===== config.mk =====
export PLATFORM = sky130hd
export DESIGN_NAME = enigma_uart_tx
export DESIGN_NICKNAME = d
export VERILOG_FILES = /design/src/rtl/enigma_uart_tx.sv
export SDC_FILE = /design/constraint.sdc
export NUM_CORES = 1
export LEC_CHECK = 0
export CORE_MARGIN = 2
export CORE_UTILIZATION = 50
export CTS_BUF_LIST = sky130_fd_sc_hd__clkbuf_8
export DETAILED_ROUTE_END_ITERATION = 10
export PLACE_DENSITY = 0.78
export SETUP_SLACK_MARGIN = 0.1
export SLEW_MARGIN = 30
export SYNTH_ARGS = -nofsm -noshare
export SYNTH_HDL_FRONTEND = slang
export SYNTH_SLANG_ARGS = --single-unit

===== constraint.sdc =====
create_clock -name clk -period 2 [get_ports clk]
set_input_delay 0.3 -clock clk [delete_from_list [all_inputs] [get_ports clk]]
set_output_delay 0.3 -clock clk [all_outputs]
set_load 0.02 [all_outputs]

===== src/rtl/enigma_uart_tx.sv =====
// enigma_uart_tx: output stage behind the Enigma cipher core.
// Maps letter indices 0..25 to ASCII 'A'..'Z' (anything else becomes '?'),
// buffers the characters in a small FIFO and sends them as 8N1 UART frames.
// Optional feature macro: GROUP5_EN inserts a space frame after every
// group of five letters, but only when another letter is already waiting.
// Ports:
//   clk       system clock, rising edge
//   rst_n     synchronous active-low reset
//   in_valid  cipher core presents a letter this cycle
//   in_letter letter index, 0 = 'A'
//   in_ready  FIFO can accept (registered, equals !full)
//   tx        UART line, idle high
//   busy      frame in flight or FIFO non-empty
//   drop_err  sticky, set when a letter arrives while in_ready is low
module enigma_uart_tx #(
  parameter int unsigned CLKS_PER_BIT = 434,
  parameter int unsigned FIFO_DEPTH   = 4,
  parameter int unsigned LETTER_W     = 5
) (
  input  logic                clk,
  input  logic                rst_n,
  input  logic                in_valid,
  input  logic [LETTER_W-1:0] in_letter,
  output logic                in_ready,
  output logic                tx,
  output logic                busy,
  output logic                drop_err
);

  localparam int unsigned AW     = $clog2(FIFO_DEPTH);
  localparam int unsigned PW     = AW + 1;
  localparam int unsigned BAUD_W = $clog2(CLKS_PER_BIT);

  typedef enum logic [1:0] {IDLE, START, DATA, STOP} state_e;

  state_e            state_q, state_d;
  logic [BAUD_W-1:0] baud_q, baud_d;
  logic [2:0]        bit_q, bit_d;
  logic [7:0]        shift_q, shift_d;
  logic [PW-1:0]     wptr_q, wptr_d, rptr_q, rptr_d;
  logic              tx_q, tx_d, busy_q, busy_d;
  logic              in_ready_q, in_ready_d, drop_q, drop_d;
  logic [7:0]        mem_q [FIFO_DEPTH];
`ifdef GROUP5_EN
  logic [2:0]        group_q, group_d;
`endif

  logic       empty, full_d, wr_en, baud_done, space_ins;
  logic [7:0] char_c;

  assign empty     = (wptr_q == rptr_q);
  assign wr_en     = in_valid && in_ready_q;
  assign baud_done = (baud_q == BAUD_W'(CLKS_PER_BIT - 1));
  assign char_c    = (32'(in_letter) < 32'd26) ? (8'h41 + 8'(in_letter)) : 8'h3F;
`ifdef GROUP5_EN
  assign space_ins = (group_q == 3'd5);
`else
  assign space_ins = 1'b0;
`endif

  // State register
  always_ff @(posedge clk) begin
    if (!rst_n) state_q <= IDLE;
    else        state_q <= state_d;
  end

  // Next-state logic
  always_comb begin
    state_d = state_q;
    unique case (state_q)
      IDLE:  if (!empty)                         state_d = START;
      START: if (baud_done)                      state_d = DATA;
      DATA:  if (baud_done && (bit_q == 3'd7))   state_d = STOP;
      STOP:  if (baud_done)                      state_d = IDLE;
    endcase
  end

  // Datapath next values: FIFO pointers, baud/bit counters, shift register
  always_comb begin
    baud_d  = baud_q;
    bit_d   = bit_q;
    shift_d = shift_q;
    wptr_d  = wptr_q;
    rptr_d  = rptr_q;
`ifdef GROUP5_EN
    group_d = group_q;
`endif
    if (wr_en) wptr_d = wptr_q + PW'(1);
    if (state_q == IDLE) begin
      baud_d = '0;
      bit_d  = '0;
      if (!empty) begin
        if (space_ins) begin
          // Space frame leaves the FIFO head in place for the next frame
          shift_d = 8'h20;
`ifdef GROUP5_EN
          group_d = 3'd0;
`endif
        end else begin
          shift_d = mem_q[rptr_q[AW-1:0]];
          rptr_d  = rptr_q + PW'(1);
`ifdef GROUP5_EN
          group_d = group_q + 3'd1;
`endif
        end
      end
    end else if (baud_done) begin
      baud_d = '0;
      if (state_q == DATA) begin
        shift_d = {1'b0, shift_q[7:1]};
        bit_d   = bit_q + 3'd1;
      end
    end else begin
      baud_d = baud_q + BAUD_W'(1);
    end
  end

  // Output logic; tx and busy lag the state by one cycle, in_ready tracks next occupancy
  always_comb begin
    tx_d = 1'b1;
    if (state_q == START)     tx_d = 1'b0;
    else if (state_q == DATA) tx_d = shift_q[0];
    busy_d     = (state_q != IDLE) || !empty;
    full_d     = (wptr_d[AW] != rptr_d[AW]) && (wptr_d[AW-1:0] == rptr_d[AW-1:0]);
    in_ready_d = !full_d;
    drop_d     = drop_q || (in_valid && !in_ready_q);
  end

  // Datapath and output registers
  always_ff @(posedge clk) begin
    if (!rst_n) begin
      baud_q     <= '0;
      bit_q      <= '0;
      shift_q    <= '0;
      wptr_q     <= '0;
      rptr_q     <= '0;
      tx_q       <= 1'b1;
      busy_q     <= 1'b0;
      in_ready_q <= 1'b1;
      drop_q     <= 1'b0;
`ifdef GROUP5_EN
      group_q    <= '0;
`endif
    end else begin
      baud_q     <= baud_d;
      bit_q      <= bit_d;
      shift_q    <= shift_d;
      wptr_q     <= wptr_d;
      rptr_q     <= rptr_d;
      tx_q       <= tx_d;
      busy_q     <= busy_d;
      in_ready_q <= in_ready_d;
      drop_q     <= drop_d;
`ifdef GROUP5_EN
      group_q    <= group_d;
`endif
    end
  end

  // FIFO storage; contents need no reset since the pointers define validity
  always_ff @(posedge clk) begin
    if (wr_en) mem_q[wptr_q[AW-1:0]] <= char_c;
  end

  assign tx       = tx_q;
  assign busy     = busy_q;
  assign in_ready = in_ready_q;
  assign drop_err = drop_q;

endmodule


Yosys cells after proc, flatten, opt, wreduce, memory -nomap -nowiden

Memory sizes are Yosys's and may differ from the RTL's. A register that Yosys moved wholly into a read port is not among the register bits.
Index checks and enable logic that the tools add are counted.
Widths: inputs -> output; s select.

Add/subtract/negate cells: 5
Magnitude comparators: 1
Equal/unequal tests: 12
Muxes and demuxes: 18
Bitwise logic cells: 1
Reductions and logical operators: 18

Operator list:

| cell                | count |
|---|---|
| $mux 8              | 5 |
| $mux 2              | 5 |
| $add 3x1->3 const B | 3 |
| $add 9x1->9 const B | 1 |
| $eq 9x9->1 const B  | 1 |
| $mux 3              | 3 |
| $add 7x5->8 const A | 1 |
| $ne 2x2->1 const B  | 4 |
| $pmux 2 s4          | 1 |
| $reduce_bool 2->1   | 3 |
| $lt 5x5->1 const B  | 1 |
| $eq 2x2->1 const B  | 2 |
| $logic_and 1x1->1   | 4 |
| $mux 1              | 4 |
| $reduce_and 4->1    | 1 |
| $eq 3x3->1          | 1 |
| $eq 3x3->1 const B  | 1 |
| $logic_not 1->1     | 3 |
| $reduce_and 3->1    | 1 |
| $reduce_or 3->1     | 1 |
| $eq 2x1->1 const B  | 1 |
| $eq 2x2->1          | 1 |
| $logic_not 2->1     | 1 |
| $logic_or 1x1->1    | 2 |
| 4 further kinds     | 4 |

Bits in registers: 32
Bits in writable memories: 32
Input bits: 8
Output and inout port bits: 4
Logic and storage cells: 66
Memories: 1

Memory list:

| name  | depth | width | rd ports | clocked after memory_dff | wr ports | line | text |
|---|---|---|---|---|---|---|---|
| mem_q | 4     | 8     | 1        | 1                        | 1        | 43   | `logic [7:0] mem_q [FIFO_DEPTH];` |

Depth between registers and ports, before layout

Gate-level depths: netlist of the first run.

Depth in word-level cells: 6
Mapped depth: 9
Depth with buffers taken out: 7

Worst setup path before layout of the first run

No wires, ideal clock.

Path kind: flip-flop to flip-flop
From: register state_q[0]
To: register in_ready_q, in the netlist in_ready
Arrival: 1.556 ns
Slack: 0.316 ns
Cell stages (with the launch flop): 9
Path through: dfxtp_1 > inv_1 > ha_1 > buf_2 > inv_1 > a31o_2 > mux2i_1 > xnor2_1 > nand4_1

Word-level cells in the longest chain between the ends: 5

RTL lines:

| what                                            | line | text |
|---|---|---|
| start, declared                                 | 36   | `state_e state_q, state_d;` |
| start signal, assigned                          | 64   | `else state_q <= state_d;` |
| $logic_not 2->1 *                               | 89   | `if (state_q == IDLE) begin` |
| $mux 3 *                                        | 89   |  |
| $eq 2x2->1 / $ne 1x1->1 (equally long branches) | 124  | `full_d = (wptr_d[AW] != rptr_d[AW]) && (wptr_d[AW-1:0] == rptr_d[AW-1:0]);` |
| $logic_and 1x1->1 *                             | 124  |  |
| $logic_not 1->1 *                               | 125  | `in_ready_d = !full_d;` |
| end signal, assigned                            | 152  | `in_ready_q <= in_ready_d;` |
| end, declared                                   | 42   | `logic in_ready_q, in_ready_d, drop_q, drop_d;` |

Mark *: on every way between the ends. The rest lies on a longest branch, timed or not.
A chain may end at the register's enable or synchronous reset.

Final worst setup path of the first run

From: register state_q[0]
To: register state_q[0]

Word-level cells in the longest chain between the ends: 3

RTL lines:

| what                               | line | text |
|---|---|---|
| $eq 2x2->1 (tied with other cells) | 70   | `unique case (state_q)` |
| $ne 2x2->1 (no source line)        | --   |  |
| $reduce_and 4->1 (no source line)  | --   |  |

Parallel ways exist; a longest one is shown, timed or not.

==> results.json, run 1 <==
{
  "drt-total-wl_um": 4330,
  "ant_nets": 0,
  "seq_power_share_pct": 45.6,
  "cts-root-buf": "clkbuf_8",
  "synth_area_per_cell_um2": 12.4,
  "power_switching_mw": 1.03,
  "routedWlPerCell_um": 14.0,
  "setup_viol": 0,
  "dr_total_vias": 1607,
  "min_path_cells": 1,
  "antenna_found_initial": 0,
  "critPathCaptureType": "register",
  "r2r_start": "state_q[0]",
  "dpl_cell_area_um2": 2860,
  "critPathMaxFanout": 5,
  "intPower_mw": 2.28,
  "crit_type": "reg -> reg",
  "grt_max_degree": 22,
  "core_area_um2": 5110,
  "hp-start": "drop_err",
  "h-tree-depth": 3,
  "postCtsSetupBuffers": 0,
  "dpl.hpwl_um": 2900,
  "drive_gt1_share_pct": 13.8,
  "hold_ws_ps": 468,
  "ys.flop_type": "dfxtp_1",
  "yosysWarnings": 0,
  "mostFrequentLayoutCell": "dfxtp_1",
  "synth_fp_nets": 237,
  "r2r_setup_slack_ps": 220,
  "p_clk_share_pct": 25.9,
  "io_buffer_count": 11,
  "p_leak_nw": 1.19,
  "r2r_end": "state_q[0]",
  "slew_viol_final": 0,
  "cap_viol_max_count": 0,
  "tns_ps": 0,
  "die_x_um": 77.0,
  "ys_async_sr_fraction_pct": 0,
  "yosysSeqAreaShare_pct": 54.9,
  "ys_ff_latch": 59,
  "crit_chain": "inv_1, ha_1, nor3_1, a31oi_1, or4_1, o211a_1",
  "fmax_mhz": 562,
  "clk_path_buf_depth": 2,
  "rsz0062_at_grt": "no",
  "die_h_um": 77.0,
  "hold_buffers": 0,
  "clk_pin_slew_worst_paths_ps": 60,
  "p_total_mw": 3.32,
  "die_area_um2": 5920,
  "netlist_area_um2": 2660,
  "row_count": 26,
  "synth-edff-count": 28,
  "worstMarginPinSlew_ps": 402,
  "synth.distinct_cells": 37,
  "clock-sinks": 59,
  "critPathSlowestCell": "or4_1",
  "reg2reg_depth": 6,
  "ir_drop_uv": 534,
  "diodes": 0,
  "grt_first_pass_wirelength_um": 7210,
  "min_path_type": "reg -> reg",
  "post-route-min-period_ps": 1780,
  "max_stage_delay_ps": 470,
  "required_ps": 2230,
  "powerDensity_nw_per_um2": 1100,
  "grt_use_total_pct": 16.2,
  "finalHoldViolCount": 0,
  "firstDrtPassIters": 4,
  "switching_share_pct": 31.2,
  "clk_latency_ps": 340,
  "stdcell_area_um2": 3020,
  "grt_overflow": 0,
  "drt-initial-drc-count": 59,
  "viasPerCell": 5.20,
  "finalClockSkew_ps": 5.80,
  "gp_congestion": 0.783,
  "tritoncts": "yes",
  "syn_inst": 214,
  "maxSlewHeadroom_pct": 73.2,
  "hold_end": "drop_err",
  "grt_pass1_vias": 1584,
  "ios": 12,
  "final_cell_mix": "31 x dfxtp_1, 28 x edfxtp_1, 15 x nor2_1, 15 x ha_1",
  "final_nets": 257,
  "drcViolationCount": 0,
  "startpoint_type": "register",
  "numCtsBuffers": 9,
  "finalCritPeriodShare_pct": 89.0,
  "arrival_ps": 2010,
  "p_comb_share_pct": 28.6,
  "area_growth_pct": 13.4,
  "initial_utilization_pct": 52.1,
  "status": "finished clean"
}
-- cell usage after synthesis (all sizes together), types with 3 or more instances --
master,instances,area (um2)
inv,10,37.5
xor2,7,61.3
buf,6,41.3
nand3,5,25.0
nor2b,7,43.8
ha,15,188
nor3,4,20.0
edfxtp,28,841
xnor2,13,114
nor2,15,56.3
a31o,3,26.3
mux2i,11,110
mux4,7,158
nand4,3,25.0
o21ai,8,43.8
a21oi,8,51.3
and2,3,18.8
and3,4,25.0
dfxtp,31,621
nand2,13,48.8
-- critical path: cells and delay by family (launching register included) --
| kind | cells | cell delay [ps] |
|---|---|---|
| adder cells (fa/ha/maj) | 1 | 290 |
| flip-flops | 1 | 380 |
| AND/OR/NAND/NOR | 2 | 690 |
| buffers and inverters | 1 | 100 |
| AO/OA/AOI/OAI | 2 | 210 |
-- sequential cells by signal, indices dropped and copies added (netlist names), 2 cells and up --
signal / flops
baud_q: 9
bit_q: 3
mem_q: 28
rptr_q: 3
shift_q: 7
state_q: 2
wptr_q: 3
-- what timing repair did --
action	CTS	global route
setup endpoints to repair	0	1
endpoints found under the hold margin	0	0
gates resized for setup	0	1
-- layout make-up --
type,count,area (um2)
clock buffers,9,124
inverters,10,37.5
well taps,70,87.6
multi-input cells,137,1120
clock inverters,7,28.8
flip-flops and latches,59,1460
repair buffers,17,155
fillers,427,2090
-- how the worst max path moves through the flow --
stage / end / slack, ps / startpoint / cells after the start
after floorplan: in_ready / 320 / state_q[0] / 8
after global placement: shift_q[2] / 310 / baud_q[0] / 7
after detailed placement: shift_q[2] / 230 / baud_q[0] / 7
after CTS: shift_q[2] / 220 / baud_q[0] / 7
after global routing: state_q[0] / 130 / state_q[0] / 6
final: state_q[0] / 220 / state_q[0] / 6
-- power by group through the flow --
stage,sequential [mW],clock (mW),combinational [mW]
final,1.51,0.859,0.948
after global routing,1.53,0.939,1.05
after CTS,1.51,0.886,0.959
after detailed placement,1.54,0,0.952
after global placement,1.53,0,0.923
after floorplan,1.52,0,0.748
-- per-layer routing --
layer | global-route usage (%) | wire [um]
met4 | 8.18 | 99
met1 | 19.0 | 1950
met5 | 0 | 0
met2 | 25.8 | 2140
met3 | 6.35 | 145
-- kinds of logic (layout without fill, tap and decap cells) --
group           after synthesis  after routing  share of synthesized area, %
fa+ha+maj                    15             15                          7.05
compound gates               26             26                          6.54
mux                          18             18                          10.1
xor+xnor                     20             20                          6.58
flops                        59             59                          54.9
buf+inv                      18             43                          3.24
simple gates                 58             58                          11.6
-- per-stage QoR --
stage	utilization, %	setup slack, ps	cells
after floorplan	-	316	214
after global placement	55.9	308	293
after detailed placement	55.9	233	293
after CTS	58.9	222	309
after global routing	59.1	128	309
final	59.1	220	309
(Power assumes the default switching activity.)
==> inputs of run 2 (changes only) <==
--- a/config.mk
+++ b/config.mk
@@ -5,6 +5,7 @@
 export SDC_FILE = /design/constraint.sdc
 export NUM_CORES = 1
 export LEC_CHECK = 0
+export CAP_MARGIN = 20
 export CORE_MARGIN = 2
 export CORE_UTILIZATION = 50
 export CTS_BUF_LIST = sky130_fd_sc_hd__clkbuf_8
==> constraint.sdc (replaced) <==
create_clock -name clk -period 2 [get_ports clk]
set_input_delay 0.4 -clock clk [delete_from_list [all_inputs] [get_ports clk]]
set_output_delay 0.4 -clock clk [all_outputs]
set_load 0.02 [all_outputs]
==> run 2 against run 1 <==
  * Worst hold slack lost 1.4 ps
  * Clock power is essentially flat
  * Non-clock buffer count is the same
==> results.json, run 2 (same netlist as run 1, synthesis figures left out) <==
{
  "path_buf_inv": 1,
  "antenna_found_initial": 0,
  "grt_use_total_pct": 16.6,
  "firstDrtPassIters": 4,
  "critPathMaxFanout": 7,
  "postCtsSetupBuffers": 0,
  "final_cells": 309,
  "hold_buffers": 0,
  "critPathSlowestCell": "clkdlybuf4s50_1",
  "clk_pin_slew_worst_paths_ps": 60,
  "cap_viol_max_count": 0,
  "intPower_mw": 2.28,
  "powerDensity_nw_per_um2": 1100,
  "clk_path_buf_depth": 2,
  "diodes": 0,
  "finalClockSkew_ps": 6.24,
  "clock-sinks": 59,
  "routedWlPerCell_um": 13.8,
  "area_growth_pct": 13.0,
  "dpl.hpwl_um": 2980,
  "rsz0062_at_grt": "no",
  "die_h_um": 77.0,
  "startpoint_type": "register",
  "finalHoldViolCount": 0,
  "p_comb_share_pct": 28.4,
  "tns_ps": 0,
  "fill_cells": 447,
  "row_count": 26,
  "min_path_type": "reg -> reg",
  "post-route-min-period_ps": 1800,
  "h-tree-depth": 3,
  "p_leak_nw": 1.18,
  "grt_overflow": 0,
  "cts_resized": 0,
  "cts-root-buf": "clkbuf_8",
  "die_x_um": 77.0,
  "io_buffer_count": 11,
  "grt_max_degree": 22,
  "dr_total_vias": 1579,
  "ios": 12,
  "worstMarginPinSlew_ps": 397,
  "tritoncts": "yes",
  "numCtsBuffers": 9,
  "max_stage_delay_ps": 640,
  "grt_pass1_vias": 1610,
  "seq_power_share_pct": 45.7,
  "fmax_mhz": 557,
  "arrival_ps": 1400,
  "power_switching_mw": 1.03,
  "critical_path.top_delay_family": "buffers and inverters",
  "drt-initial-drc-count": 88,
  "largest_reg_flops": 28,
  "gp_congestion": 0.747,
  "maxSlewHeadroom_pct": 73.5,
  "crit_type": "reg -> out",
  "crit_chain": "clkdlybuf4s50_1",
  "place_inst": 293,
  "status": "finished clean",
  "finalCritPeriodShare_pct": 89.8,
  "p_clk_share_pct": 25.9,
  "core_area_um2": 5110,
  "mostFrequentLayoutCell": "dfxtp_1",
  "final_cell_mix": "31 x dfxtp_1, 28 x edfxtp_1, 15 x nor2_1, 15 x ha_1",
  "drt-total-wl_um": 4250,
  "die_area_um2": 5920,
  "critPathCaptureType": "output pin",
  "setup_viol": 0,
  "initial_utilization_pct": 52.1,
  "required_ps": 1600,
  "ant_nets": 0,
  "ir_drop_uv": 654,
  "slew_viol_final": 0,
  "drive_gt1_share_pct": 13.8,
  "viasPerCell": 5.11,
  "final_nets": 257,
  "switching_share_pct": 31.1,
  "drcViolationCount": 0,
  "grt_first_pass_wirelength_um": 7440,
  "clk_latency_ps": 330
}
run 2: path summary, 6_finish.rpt:
| kind | from | to | cells past startpoint | slack (ps) |
|---|---|---|---|---|
| max | in_ready | in_ready | 1 | 200 |
| min | drop_err | drop_err | 1 | 470 |
| max reg2reg | baud_q[0] | shift_q[1] | 7 | 290 |
| min reg2reg | drop_err | drop_err | 1 | 470 |
run 2: final cells by class:
type | count | area [um2] | share of cell area, %
flip-flops and latches | 59 | 1460 | 48.6
multi-input cells | 137 | 1110 | 37.0
repair buffers | 17 | 155 | 5.16
clock buffers | 9 | 124 | 4.12
well taps | 70 | 87.6 | 2.91
inverters | 10 | 37.5 | 1.25
clock inverters | 7 | 28.8 | 0.957
run 2: through the flow:
step	setup WS [ps]	util (%)	cell area [um2]	hold slack [ps]	total power, mW
after CTS	177	58.9	3010	470	3.35
final	205	58.9	3010	466	3.31
after global placement	259	55.9	2860	450	2.46
after detailed placement	239	55.9	2860	455	2.49
after global routing	118	58.9	3010	499	3.53
after floorplan	316	-	2660	441	2.27
run 2: power by group through the flow:
stage          Clock [mW]  Combinational [mW]  Sequential [mW]
2_1_floorplan           0               0.748             1.52
3_3_place_gp            0               0.929             1.53
3_5_place_dp            0               0.951             1.53
4_1_cts             0.887               0.953             1.51
5_1_grt             0.942                1.06             1.53
6_report            0.858               0.940             1.51
run 2: layer usage:
layer	vias to the layer above	wire (um)	part of all wire (%)	GRT usage (%)
met3	4	117	2.8	4.59
li1	804	-	-	-
met5	-	0	0	0
met4	0	25	0.59	10.7
met1	754	2010	47	19.8
met2	17	2090	49	26.2
==> inputs of run 3 (changes only) <==
--- a/config.mk
+++ b/config.mk
@@ -6,13 +6,15 @@
 export NUM_CORES = 1
 export LEC_CHECK = 0
 export CAP_MARGIN = 20
+export CELL_PAD_IN_SITES_DETAIL_PLACEMENT = 0
+export CELL_PAD_IN_SITES_GLOBAL_PLACEMENT = 1
 export CORE_MARGIN = 2
-export CORE_UTILIZATION = 50
+export CORE_UTILIZATION = 45
 export CTS_BUF_LIST = sky130_fd_sc_hd__clkbuf_8
 export DETAILED_ROUTE_END_ITERATION = 10
-export PLACE_DENSITY = 0.78
+export PLACE_DENSITY = 0.83
 export SETUP_SLACK_MARGIN = 0.1
-export SLEW_MARGIN = 30
+export SLEW_MARGIN = 10
 export SYNTH_ARGS = -nofsm -noshare
 export SYNTH_HDL_FRONTEND = slang
 export SYNTH_SLANG_ARGS = --single-unit
==> run 3 against run 2 <==
  * Global-route usage fell by 0.88 points
  * Maximum frequency increased by 0.44%
  * Clock skew is 2.9 ps higher
  * Cell count grew 1.6%
  * Register-to-register slack is essentially flat
  * Cell area rose by 1.7%
  * Largest cell class unchanged
  * Largest power group unchanged
==> results.json, run 3 (same netlist as run 1, synthesis figures left out) <==
{
  "dr_total_vias": 1590,
  "area_growth_pct": 14.9,
  "rsz0062_at_grt": "no",
  "gp_congestion": 0.700,
  "drive_gt1_share_pct": 15.5,
  "critPathSlowestCell": "clkdlybuf4s50_1",
  "die_h_um": 80.9,
  "grt_first_pass_wirelength_um": 7480,
  "clk_latency_ps": 330,
  "r2r_setup_slack_ps": 280,
  "busiest_layer": "met2",
  "io_buffer_count": 11,
  "fmax_mhz": 560,
  "place_inst": 298,
  "mostFrequentLayoutCell": "dfxtp_1",
  "clock-sinks": 59,
  "setup_viol": 0,
  "cts_resized": 0,
  "p_leak_nw": 1.20,
  "critPathMaxFanout": 7,
  "grt_use_total_pct": 15.7,
  "p_total_mw": 3.42,
  "grt_max_degree": 22,
  "largest_reg_flops": 28,
  "die_x_um": 80.9,
  "powerDensity_nw_per_um2": 1120,
  "maxSlewHeadroom_pct": 74.1,
  "critical_path.top_delay_family": "buffers and inverters",
  "min_path_type": "reg -> reg",
  "tritoncts": "yes",
  "drt-initial-drc-count": 67,
  "arrival_ps": 1390,
  "dpl.hpwl_um": 2970,
  "die_area_um2": 6540,
  "final_cell_mix": "30 x dfxtp_1, 28 x edfxtp_1, 15 x nor2_1, 15 x ha_1",
  "finalCritPeriodShare_pct": 89.4,
  "crit_chain": "clkdlybuf4s50_1",
  "h-tree-depth": 3,
  "cap_viol_max_count": 0,
  "worstMarginPinSlew_ps": 385,
  "final_nets": 257,
  "diodes": 0,
  "drcViolationCount": 0,
  "hold_ws_ps": 443,
  "startpoint_type": "register",
  "grt_pass1_vias": 1580,
  "routedWlPerCell_um": 13.6,
  "numCtsBuffers": 9,
  "grtUsageMet1_pct": 19.1,
  "ir_drop_uv": 538,
  "ant_nets": 0,
  "initial_utilization_pct": 45.8,
  "grt_use_met2_pct": 24.5,
  "setup_ws_ps": 213,
  "finalClockSkew_ps": 9.13,
  "crit_type": "reg -> out",
  "drt-total-wl_um": 4270,
  "finalHoldViolCount": 0,
  "final_cells": 314,
  "slew_viol_final": 0,
  "critPathCaptureType": "output pin",
  "firstDrtPassIters": 4,
  "cts-root-buf": "clkbuf_8",
  "core_area_um2": 5820,
  "path_buf_inv": 1,
  "clk_path_buf_depth": 2,
  "status": "finished clean",
  "ios": 12,
  "antenna_found_initial": 0,
  "grt_overflow": 0,
  "grt_util_met3_pct": 6.00,
  "clk_pin_slew_worst_paths_ps": 60,
  "required_ps": 1600,
  "tns_ps": 0,
  "postCtsSetupBuffers": 0,
  "row_count": 28,
  "dp_slack_ps": 246,
  "max_stage_delay_ps": 640,
  "viasPerCell": 5.06,
  "hold_buffers": 0,
  "post-route-min-period_ps": 1790
}
-- run 3: final timing paths --
path	from	to	depth (start not counted)
worst min register to register	baud_q[0]	baud_q[0]	1
worst min-delay path	baud_q[0]	baud_q[0]	1
worst max register to register	state_q[0]	state_q[0]	6
worst max-delay path	in_ready	in_ready	1
-- run 3: final cells by class --
cell class | instances | area [um2]
Timing Repair Buffer | 17 | 168
Fill cell | 537 | 2760
Multi-Input combinational cell | 137 | 1120
Clock inverter | 5 | 22.5
Sequential cell | 59 | 1460
Tap cell | 75 | 93.8
Inverter | 10 | 37.5
Clock buffer | 11 | 151
-- run 3: power breakdown --
part | switching [mW] | internal [mW] | leakage (nW) | total (mW)
Combinational | 0.509 | 0.454 | 0.596 | 0.963
Clock | 0.439 | 0.501 | 0.101 | 0.940
Sequential | 0.0914 | 1.42 | 0.508 | 1.51
-- run 3: through the flow --
stage          area (um2)  utilization [%]
2_1_floorplan        2660                -
3_3_place_gp         2870             49.4
3_5_place_dp         2870             49.4
4_1_cts              3050             52.4
5_1_grt              3060             52.6
6_report             3060             52.6
-- run 3: routing by layer --
layer	wire (um)	vias up	share of wire, %
li1	-	799	-
met1	1990	763	47
met2	2050	22	48
met3	146	6	3.4
met4	79	0	1.9
met5	0	-	0
